[config.mk]
export PLATFORM = sky130hd
export DESIGN_NAME = eth_tx_arbiter
export DESIGN_NICKNAME = d
export VERILOG_FILES = /design/src/rtl/eth_tx_arbiter_pkg.sv /design/src/rtl/eth_tx_arbiter_rr_pick.sv /design/src/rtl/eth_tx_arbiter.sv
export SDC_FILE = /design/constraint.sdc
export NUM_CORES = 1
export LEC_CHECK = 0
export ABC_AREA = 1
export CORE_MARGIN = 2
export CORE_UTILIZATION = 40
export CTS_CLUSTER_DIAMETER = 120
export DETAILED_ROUTE_END_ITERATION = 8
export PLACE_DENSITY = 0.73
export RECOVER_POWER = 25
export SLEW_MARGIN = 10
export SYNTH_ARGS = -nofsm -noshare
export SYNTH_HDL_FRONTEND = slang
export SYNTH_SLANG_ARGS = --single-unit
[constraint.sdc]
create_clock -name clk -period 2.8 [get_ports clk]
set_clock_uncertainty 0.15 [all_clocks]
set_input_delay 0.28 -clock clk [delete_from_list [all_inputs] [get_ports clk]]
set_output_delay 0.28 -clock clk [all_outputs]
set_load 0.1 [all_outputs]
[src/rtl/eth_tx_arbiter_pkg.sv]
// Shared constants, FSM state encoding and width helper for the eth_tx arbiter
// and its round-robin picker.
package eth_tx_arbiter_pkg;

  localparam int BYTE_LEN               = 8;
  localparam int ETH_TX_TIMEOUT_DEFAULT = 8192;

  typedef enum logic [1:0] {
    ST_IDLE  = 2'd0,
    ST_START = 2'd1,
    ST_BUSY  = 2'd2,
    ST_ABORT = 2'd3
  } arb_state_e;

  // ceil(log2(v)), never below 1 so that single-value ranges still get a bit.
  function automatic int clog2_min1(input int v);
    int r;
    r = 0;
    for (int k = 0; k < 31; k++) begin
      if ((1 << r) < v) r = r + 1;
    end
    return (r < 1) ? 1 : r;
  endfunction

endpackage

[src/rtl/eth_tx_arbiter_rr_pick.sv]
// Combinational round-robin search: first set bit of req starting just above
// 'last' and wrapping modulo N (N need not be a power of two).
module rr_pick
  import eth_tx_arbiter_pkg::*;
#(
  parameter int N = 2,
  parameter int W = clog2_min1(N)
) (
  input  logic [N-1:0] req,
  input  logic [W-1:0] last,
  output logic         valid,
  output logic [W-1:0] idx
);

  logic [W-1:0] cand_idx [N];

  // cand_idx[gi] is the (gi+1)-th source after 'last'; a single subtract
  // suffices because last < N and gi+1 <= N.
  genvar gi;
  generate
    for (gi = 0; gi < N; gi++) begin : g_cand
      logic [W:0] sum;
      assign sum = {1'b0, last} + (W+1)'(gi + 1);
      assign cand_idx[gi] = (sum >= (W+1)'(N)) ? W'(sum - (W+1)'(N)) : sum[W-1:0];
    end
  endgenerate

  // Scan from farthest to nearest so the nearest requester wins.
  always_comb begin
    valid = 1'b0;
    idx   = '0;
    for (int k = N - 1; k >= 0; k--) begin
      if (req[cand_idx[k]]) begin
        valid = 1'b1;
        idx   = cand_idx[k];
      end
    end
  end

endmodule

[src/rtl/eth_tx_arbiter.sv]
// Shares one eth_tx transmitter among NUM_SRC payload sources: round-robin grant,
// start pulse, byte-stream mux, and a watchdog that aborts frames that never finish.
module eth_tx_arbiter
  import eth_tx_arbiter_pkg::*;
#(
  parameter int NUM_SRC        = 2,
  parameter int TIMEOUT_CYCLES = ETH_TX_TIMEOUT_DEFAULT
) (
  input  logic                        clk,
  input  logic                        rst_n,
  input  logic [NUM_SRC-1:0]          src_req,
  input  logic [NUM_SRC-1:0]          src_inclk,
  input  logic [NUM_SRC*BYTE_LEN-1:0] src_in,
  input  logic [NUM_SRC-1:0]          src_in_done,
  output logic [NUM_SRC-1:0]          src_readclk,
  output logic [NUM_SRC-1:0]          src_done,
  output logic [NUM_SRC-1:0]          src_err,
  output logic                        tx_start,
  output logic                        tx_rst,
  output logic                        tx_inclk,
  output logic [BYTE_LEN-1:0]         tx_in,
  output logic                        tx_in_done,
  input  logic                        tx_upstream_readclk,
  input  logic                        tx_done,
  output logic                        busy
);

  localparam int GW   = clog2_min1(NUM_SRC);
  localparam int WD_W = clog2_min1(TIMEOUT_CYCLES);
  localparam logic [WD_W-1:0] WD_LAST = WD_W'(TIMEOUT_CYCLES - 1);
  localparam logic [WD_W-1:0] WD_MAX  = '1;

  arb_state_e           state_q;
  logic [GW-1:0]        grant_q;
  logic [GW-1:0]        last_grant_q;
  logic [WD_W-1:0]      wd_cnt_q;
  logic                 tx_start_q;
  logic                 tx_rst_q;
  logic [NUM_SRC-1:0]   src_err_q;

  logic                 pick_valid;
  logic [GW-1:0]        pick_idx;
  logic [BYTE_LEN-1:0]  src_byte [NUM_SRC];

  rr_pick #(.N(NUM_SRC), .W(GW)) u_rr_pick (
    .req   (src_req),
    .last  (last_grant_q),
    .valid (pick_valid),
    .idx   (pick_idx)
  );

  genvar gi;
  generate
    for (gi = 0; gi < NUM_SRC; gi++) begin : g_unpack
      assign src_byte[gi] = src_in[gi*BYTE_LEN +: BYTE_LEN];
    end
  endgenerate

  // tx_start/tx_rst/src_err are set on the transition into START/ABORT so they
  // are high exactly while the FSM sits in that state.
  always_ff @(posedge clk) begin
    if (!rst_n) begin
      state_q      <= ST_IDLE;
      grant_q      <= '0;
      last_grant_q <= GW'(NUM_SRC - 1);
      wd_cnt_q     <= '0;
      tx_start_q   <= 1'b0;
      tx_rst_q     <= 1'b0;
      src_err_q    <= '0;
    end else begin
      tx_start_q <= 1'b0;
      tx_rst_q   <= 1'b0;
      src_err_q  <= '0;
      case (state_q)
        ST_IDLE: begin
          if (pick_valid) begin
            grant_q    <= pick_idx;
            tx_start_q <= 1'b1;
            state_q    <= ST_START;
          end
        end
        ST_START: begin
          wd_cnt_q <= '0;
          state_q  <= ST_BUSY;
        end
        ST_BUSY: begin
          if (wd_cnt_q != WD_MAX) wd_cnt_q <= wd_cnt_q + 1'b1;
          if (tx_done) begin
            last_grant_q <= grant_q;
            state_q      <= ST_IDLE;
          end else if (wd_cnt_q == WD_LAST) begin
            tx_rst_q  <= 1'b1;
            src_err_q <= NUM_SRC'(1) << grant_q;
            state_q   <= ST_ABORT;
          end
        end
        ST_ABORT: begin
          last_grant_q <= grant_q;
          state_q      <= ST_IDLE;
        end
        default: state_q <= ST_IDLE;
      endcase
    end
  end

  always_comb begin
    tx_inclk    = 1'b0;
    tx_in       = '0;
    tx_in_done  = 1'b0;
    src_readclk = '0;
    src_done    = '0;
    if (state_q == ST_BUSY) begin
      tx_inclk              = src_inclk[grant_q];
      tx_in                 = src_byte[grant_q];
      tx_in_done            = src_in_done[grant_q];
      src_readclk[grant_q]  = tx_upstream_readclk;
      src_done[grant_q]     = tx_done;
    end
  end

  assign tx_start = tx_start_q;
  assign tx_rst   = tx_rst_q;
  assign src_err  = src_err_q;
  assign busy     = (state_q != ST_IDLE);

endmodule
== Word-level counts from Yosys, hierarchy flattened ==
Cells that the tools add are included.
Word-level totals
  input bits: 26
  output and inout bits: 19
  flip-flop bits (word level): 21
  logic and storage cells: 81
Operators by class
  add/subtract/negate cells: 5
  multiplexer cells: 34
  eq/ne operators: 9
  reduce and logical (&&, ||, !) cells: 12
  magnitude comparators: 7
  shifts and indexed selects: 1
  bitwise logic cells: 6
Operators by type and width (number)
  8-bit two-way mux: 4
  13-bit case mux with 2 select lines: 1
  1-bit two-way mux: 20
  13-bit by 1-bit adder with 13-bit output (second input constant): 1
  13-bit equality test (second input constant): 1
  13-bit two-way mux: 1
  13-bit != test (second input constant): 1
  2-bit two-way mux: 5
  2-bit AND reduction: 5
  2-bit case mux with 4 select lines: 1
  2-bit greater-or-equal comparator (second input constant): 3
  1-bit by 2-bit less-than comparator with 1-bit output (second input constant): 3
  2-bit != test (second input constant): 3
  2-bit nonzero test: 3
  2-bit AND: 2
  2-bit equality test (second input constant): 2
  4-bit OR reduction: 1
  3-bit != test (second input constant): 1
  1-bit NOT: 3
  3-bit OR reduction: 1
  1-bit by 1-bit adder with 2-bit output (second input constant): 1
  1-bit by 2-bit adder with 2-bit output (second input constant): 1
  2-bit by 1-bit equality test with 1-bit output (second input constant): 1
  2-bit logical NOT: 1
  7 further kinds: 8

== Longest topological paths before layout ==
Gate-level depths: netlist (run 1).
  word-level depth: 9
  depth in mapped cells: 9

== Cells and area by module ==
A second synthesis (run 1) with hierarchy kept.
Second synthesis, totals
  cells, all modules: 196
  area, all modules: 1241.2 µm²
Modules (own cells, without submodules)
  eth_tx_arbiter: times used 1, area each 1226.2 µm², cells each 193
  rr_pick: times used 1, area each 15.0 µm², cells each 3

== Worst setup path before layout (run 1) ==
No wires, ideal clock.
  path kind: register to output
  start: reg grant_q
  end: out src_done[1]
  data required time: 2.370 ns
  arrival: 2.757 ns
  slack: -0.387 ns
  cell stages (with the launch flop): 4
  cell sequence: dfxtp_1 inv_1 clkbuf_1 nor3_1
Between the ends
  word-level cells in the longest chain between the ends: 6
Ends and longest elaborated chain
  from (decl): line eth_tx_arbiter.sv:34  | logic [GW-1:0] grant_q;
  from (signal assigned): line eth_tx_arbiter.sv:77  | grant_q <= pick_idx;
  1-bit by 2-bit less-than comparator with 1-bit output (not written as such) / 1-bit greater-or-equal comparator (equally long branches): line eth_tx_arbiter.sv:117  | src_done[grant_q] = tx_done;
  1-bit logical AND (not written as such): line eth_tx_arbiter.sv:117
  1-bit two-way mux (not written as such): line eth_tx_arbiter.sv:117
  1-bit demux with 1-bit select (*): line eth_tx_arbiter.sv:117
  2-bit AND (no source line) (*)
  2-bit two-way mux (*): line eth_tx_arbiter.sv:112  | if (state_q == ST_BUSY) begin
  to (decl): line eth_tx_arbiter.sv:16  | output logic [NUM_SRC-1:0] src_done,
Mark *: on every way between the ends. The rest lies on a longest branch, timed or not.

== Worst setup path in the final report (run 1) ==
  start: reg state_q[1]
  end: out src_readclk[1]
Between the ends
  word-level cells in the longest chain between the ends: 2
Ends and longest elaborated chain
  from (decl): line eth_tx_arbiter.sv:33  | arb_state_e state_q;
  from (signal assigned): line eth_tx_arbiter.sv:63  | state_q <= ST_IDLE;
  from (signal assigned): line eth_tx_arbiter.sv:79  | state_q <= ST_START;
  from (signal assigned): line eth_tx_arbiter.sv:84  | state_q <= ST_BUSY;
  2-bit equality test: line eth_tx_arbiter.sv:112
  2-bit two-way mux: line eth_tx_arbiter.sv:112
  to (decl): line eth_tx_arbiter.sv:15  | output logic [NUM_SRC-1:0] src_readclk,
Every way passes these cells.

==> impl_metrics.py, run 1 <==
metrics = {
    "finish": {
        "fin_nets": 274,
        "postLayoutCoreUtil_pct": 57.4,
        "area_delta_synth_final_pct": 38.2,
        "layout-drive-gt1-share_pct": 15.0,
        "diodes": 0,
        "fill_cells": 304,
    },
    "grt": {
        "grt_pass1_vias": 1060,
        "grt_pass1_wl_um": 5060,
        "grt_antenna_before_repair": 0,
        "grt_max_degree": 18,
        "grt-ovfl-total": 0,
        "grt_usage_pct": 18.2,
    },
    "clock_tree": {
        "clockBufferDepth": 2,
        "ctsHtreeMaxLevel": 1,
        "clock_sinks": 21,
        "cts_buffers": 3,
        "cts_tree": "built",
        "post-cts-setup-buffers": 0,
        "cts-root-buf": "clkbuf_4",
        "insertion_delay_ns": 0.30,
        "cts_resized": 0,
        "ctsHoldBuffers": 0,
        "path_clk_slew_ns": 0.11,
    },
    "die": {
        "die_w_um": 60.1,
        "die_h_um": 60.1,
        "start_util_pct": 41.5,
        "num_rows": 20,
        "coreArea_um2": 3030,
        "ioPinCount": 45,
        "dieArea_um2": 3610,
    },
    "place": {
        "place_ws_ns": 0.964,
        "place_congestion": 0.827,
        "dp_hpwl_um": 2470,
        "io_buffer_count": 44,
    },
    "logic_synthesis": {
        "synth_fp_nets": 230,
        "synth_top_area_share_pct": 33.4,
        "synth.area.top_cells": "dfxtp_1 33%, nand2_1 17%, a21oi_1 9.2%",
        "syn_area_per_cell_um2": 6.19,
        "ys_seq_elements": 21,
        "ys_seq_area_share_pct": 33.4,
        "netlist_instances": 203,
        "syn_area_um2": 1260,
        "synthDominantAreaCellType": "dfxtp_1",
        "yosys.cell_types.count": 26,
        "yosysWarnings": 0,
    },
    "min_path": {
        "hold_class": "reg -> reg",
    },
    "pwr": {
        "p_int_mw": 0.451,
        "p_comb_share_pct": 41.8,
        "sw_frac_of_total_pct": 43.8,
        "p_leak_nw": 0.726,
        "power_density_nw_per_um2": 462,
        "power_frac_clock_pct": 18.1,
        "worst_ir_drop_vdd_mv": 0.318,
        "share_seq_of_total_power_pct": 40.0,
        "switching_power_mw": 0.352,
    },
    "sta": {
        "maxSlewViolCount": 0,
        "timing.final.ws_setup_ns": 0.443,
        "setup_viol": 0,
        "period_needed_ns": 2.36,
        "tns_ns": 0,
        "finalCritPeriodShare_pct": 84.2,
        "hold_viol": 0,
        "relSlewSlack_pct": 20.9,
        "rsz0062_at_grt": "false",
        "max_freq_ghz": 0.424,
        "worst_pin_slew_ns": 1.19,
    },
    "worst_setup_path": {
        "worst_ep_arrival_time_ns": 1.93,
        "endpoint_kind": "output pin",
        "startpoint_type": "flip-flop",
        "required_ns": 2.37,
        "cp_max_fo": 17,
        "critical_path_class": "reg -> out",
    },
    "routing": {
        "dr_wl_met2_um": 1530,
        "highest_layer": "met4",
        "via_per_inst": 4.66,
        "first_pass_iters": 4,
        "wl_met1_um": 1640,
        "drtIter0Drc": 73,
        "vias": 1351,
        "drc": 0,
        "antenna_left": 0,
        "routed-wl-met3_um": 132,
        "routed_wl_um": 3320,
        "wire_per_inst_um": 11.5,
    },
    "outcome": {
        "status": "finished, final reports clean",
    },
    "job": {
        "maxCapViolCount": 0,
    },
}
[cell usage in the layout (no fill, tap or decap), drive strengths merged]
master,n
a211oi,1
a21boi,1
a21oi,23
and3,1
buf,16
clkbuf,8
clkdlybuf4s50,24
dfxtp,21
dlygate4sd3,1
ha,1
inv,23
nand2,60
nand3,21
nand4,2
nor2,24
nor3,7
o211ai,1
o21ai,7
o21bai,1
or2,2
xnor2,1
[layer usage]
layer	vias up	track usage, %
li1	745	-
met1	571	27.6
met2	33	27.0
met3	2	3.25
met4	0	2.86
met5	-	0
[synthesized netlist by cell type]
cell / number
nand2_1: 58
nand4_1: 2
or2_2: 2
o21bai_1: 1
nor2_2: 1
buf_6: 1
a21boi_0: 1
and3_1: 1
a21oi_1: 23
o21ai_0: 7
inv_2: 1
dfxtp_1: 21
inv_1: 22
buf_2: 1
xnor2_1: 1
nor3_1: 6
o211ai_1: 1
a211oi_1: 1
nor2_1: 22
clkbuf_1: 4
nor2_4: 1
nand2_2: 1
nor3_4: 1
nand2_4: 1
ha_1: 1
nand3_1: 21
[worst paths after layout]
path	startpoint	to	slack [ns]	depth (start not counted)
max	state_q[1]	src_readclk[1]	0.44	5
min	last_grant_q	last_grant_q	0.35	2
max reg2reg	state_q[1]	src_err[1]	0.97	6
min reg2reg	last_grant_q	last_grant_q	0.35	2
[kinds of logic after synthesis]
group                    after synthesis  share of synthesized area, %
buffers and inverters                 29                          9.35
adder cells (fa/ha/maj)                1                         0.995
flip-flops                            21                          33.4
AO/OA/AOI/OAI                         34                          14.3
AND/OR/NAND/NOR                      117                          41.2
XOR/XNOR                               1                         0.697
[power groups by stage]
stage               clock network, mW  registers, mW  logic (mW)
finish                          0.146          0.321       0.336
global route                    0.167          0.323       0.355
CTS                             0.152          0.321       0.339
detailed placement                  0          0.328       0.338
global placement                    0          0.328       0.339
floorplan                           0          0.341       0.238
[worst max-delay path: stages (launching register included)]
cell	delay (ns)
dfxtp_1	0.38
inv_1	0.10
nor2_4	0.22
inv_1	0.36
nor3_1	0.24
buf_4	0.32
[flip-flops by register name (all words and copies together) (netlist names)]
| signal | flops |
|---|---|
| last_grant_q | 1 |
| grant_q | 1 |
| src_err | 2 |
| tx_rst | 1 |
| state_q | 2 |
| wd_cnt_q | 13 |
| tx_start | 1 |
[metrics by stage]
step                      power, mW  std cells  hold WS (ns)  instance area (µm²)
after global routing          0.845        290         0.384                 1740
after global placement        0.667        286         0.325                 1730
after detailed placement      0.666        286         0.330                 1730
after CTS                     0.812        290         0.358                 1760
final                         0.803        290         0.353                 1740
after floorplan               0.580        203         0.266                 1310
[final cells by class]
type | count | area (µm²) | share of cell area, %
flip-flops and latches | 21 | 420 | 24.2
repair buffers | 45 | 385 | 22.2
well taps | 44 | 55.1 | 3.17
clock buffers | 4 | 26.3 | 1.51
inverters | 23 | 86.3 | 4.97
multi-input cells | 153 | 764 | 44.0
No activity file was read; power rests on OpenSTA's default activity.
==> run 2: changes to the inputs <==
--- a/config.mk
+++ b/config.mk
@@ -10,7 +10,7 @@
 export CORE_UTILIZATION = 40
 export CTS_CLUSTER_DIAMETER = 120
 export DETAILED_ROUTE_END_ITERATION = 8
-export PLACE_DENSITY = 0.73
+export PLACE_DENSITY = 0.76
 export RECOVER_POWER = 25
 export SLEW_MARGIN = 10
 export SYNTH_ARGS = -nofsm -noshare
==> constraint.sdc (replaced) <==
create_clock -name clk -period 2.1 [get_ports clk]
set_clock_uncertainty 0.15 [all_clocks]
set_input_delay 0.21 -clock clk [delete_from_list [all_inputs] [get_ports clk]]
set_output_delay 0.21 -clock clk [all_outputs]
set_load 0.1 [all_outputs]
==> run 2 against run 1 <==
  * Largest power group unchanged
  * Combinational power is 60% higher
  * Highest routed layer unchanged
  * Hold slack worse by 0.026 ns
  * Register-to-register slack worse by 0.63 ns
==> impl_metrics.py, run 2 (synthesized netlist as in run 1, its figures left out) <==
metrics = {
    "pwr": {
        "power_density_nw_per_um2": 594,
        "p_leak_nw": 0.790,
        "worst_ir_drop_vdd_mv": 0.511,
    },
    "clock_tree": {
        "cts-root-buf": "clkbuf_4",
        "ctsHtreeMaxLevel": 1,
        "cts_buffers": 3,
        "path_clk_slew_ns": 0.13,
        "insertion_delay_ns": 0.33,
        "clockBufferDepth": 2,
        "clock_sinks": 21,
        "cts_tree": "built",
    },
    "sta": {
        "maxSlewViolCount": 0,
        "setup_viol": 0,
        "relSlewSlack_pct": 62.2,
        "period_needed_ns": 1.94,
        "finalCritPeriodShare_pct": 92.6,
        "worst_pin_slew_ns": 0.569,
        "hold_viol": 0,
        "max_freq_ghz": 0.514,
        "rsz0062_at_grt": "false",
    },
    "finish": {
        "postLayoutCoreUtil_pct": 65.2,
        "mostFrequentLayoutCells": "58 x nand2_1, 25 x clkdlybuf4s50_1, 22 x inv_1, 22 x nor2_1",
        "fill_cells": 275,
        "fin_nets": 276,
        "layout-drive-gt1-share_pct": 19.4,
        "layout.cells.non_filler": 292,
        "layout_commonest_cell": "nand2_1",
        "largest_register": "wd_cnt_q",
        "diodes": 0,
        "area_delta_synth_final_pct": 57.0,
        "largest_register_ffs": 13,
        "regArea_um2": 420,
        "multi_input_area_um2": 790,
    },
    "die": {
        "num_rows": 20,
        "dieArea_um2": 3610,
        "die_h_um": 60.1,
        "ioPinCount": 45,
        "start_util_pct": 41.5,
        "die_w_um": 60.1,
        "coreArea_um2": 3030,
    },
    "worst_setup_path": {
        "worst_ep_arrival_time_ns": 1.58,
        "endpoint_kind": "output pin",
        "crit_slowest_cell": "dfxtp_1",
        "cp_max_fo": 17,
        "cp_cell_sequence": "inv_1, nor2_4, inv_2, nor3_2, buf_12",
        "path_buf_inv": 3,
        "required_ns": 1.74,
        "cpPeakStageDelay_ns": 0.38,
        "cp_top_family": "buffers and inverters",
        "critical_path_class": "reg -> out",
        "startpoint_type": "flip-flop",
    },
    "grt": {
        "grt_max_degree": 18,
        "grt_pass1_wl_um": 5780,
        "grt_usage_pct": 21.4,
        "grt_pass1_vias": 1255,
        "grt_antenna_before_repair": 0,
        "grt-ovfl-total": 0,
    },
    "job": {
        "maxCapViolCount": 0,
    },
    "routing": {
        "antenna_left": 0,
        "vias": 1401,
        "drtIter0Drc": 71,
        "first_pass_iters": 5,
        "routed_wl_um": 3450,
        "wire_per_inst_um": 11.8,
        "drc": 0,
        "via_per_inst": 4.80,
    },
    "place": {
        "io_buffer_count": 44,
        "place_congestion": 0.884,
        "dp.cells": 287,
        "dp_hpwl_um": 2740,
    },
    "min_path": {
        "hold_class": "in -> reg",
    },
    "outcome": {
        "status": "finished, final reports clean",
    },
}
## run 2: changes by cell type in the layout (fill, tap and decap cells not counted), sizes merged
cell           delta
dlygate4sd3       -1
clkdlybuf4s50     +1
buf               +2
clkbuf            -1
clkinvlp          +1
## run 2: path summary, 6_finish.rpt
kind,start,end,slack (ns),depth (start not counted)
setup / recovery,state_q[1],src_done[1],0.16,5
hold / removal,src_req[1],grant_q,0.33,3
setup reg to reg,wd_cnt_q[0],wd_cnt_q[0],0.34,8
hold reg to reg,last_grant_q,last_grant_q,0.35,2
## run 2: area by class of cell
type,instances,share of cell area [%]
multi-input combinational,153,40.0
clock inverter,1,0.380
inverter,23,4.37
sequential,21,21.3
timing repair buffer,47,30.0
clock buffer,3,1.14
tap,44,2.79
## run 2: stage by stage
step | hold slack (ns) | setup TNS [ns] | power (mW) | worst slack, ns | area (µm²)
6_report | 0.327 | 0 | 1.17 | 0.156 | 1970
2_1_floorplan | 0.196 | -2.11 | 0.780 | -0.183 | 1330
3_5_place_dp | 0.327 | 0 | 0.971 | 0.377 | 1950
5_1_grt | 0.360 | 0 | 1.22 | 0.0478 | 1970
3_3_place_gp | 0.320 | 0 | 0.969 | 0.390 | 1950
4_1_cts | 0.332 | 0 | 1.18 | 0.0674 | 1980
## run 2: worst min-delay path, cell delays in order
cell and delay, ns:
clkdlybuf4s50_1 0.41, nand3_1 0.09, a21oi_1 0.06
## run 2: report_power, final
part | switching, mW | internal (mW)
Sequential | 0.0133 | 0.415
Combinational | 0.356 | 0.180
Clock | 0.134 | 0.0730
## run 2: repair_timing
item	in CTS	in global routing
hold buffers	0	0
resized for setup	1	0
endpoints found under the setup margin	1	2
buffers inserted	0	1
pin swaps	0	1
## run 2: routing by layer
layer	vias up	GRT usage [%]	part of all wire, %
met3	5	7.14	6.2
met2	37	34.3	49
li1	745	-	-
met5	-	0	0
met4	0	5.71	1.1
met1	614	27.5	44
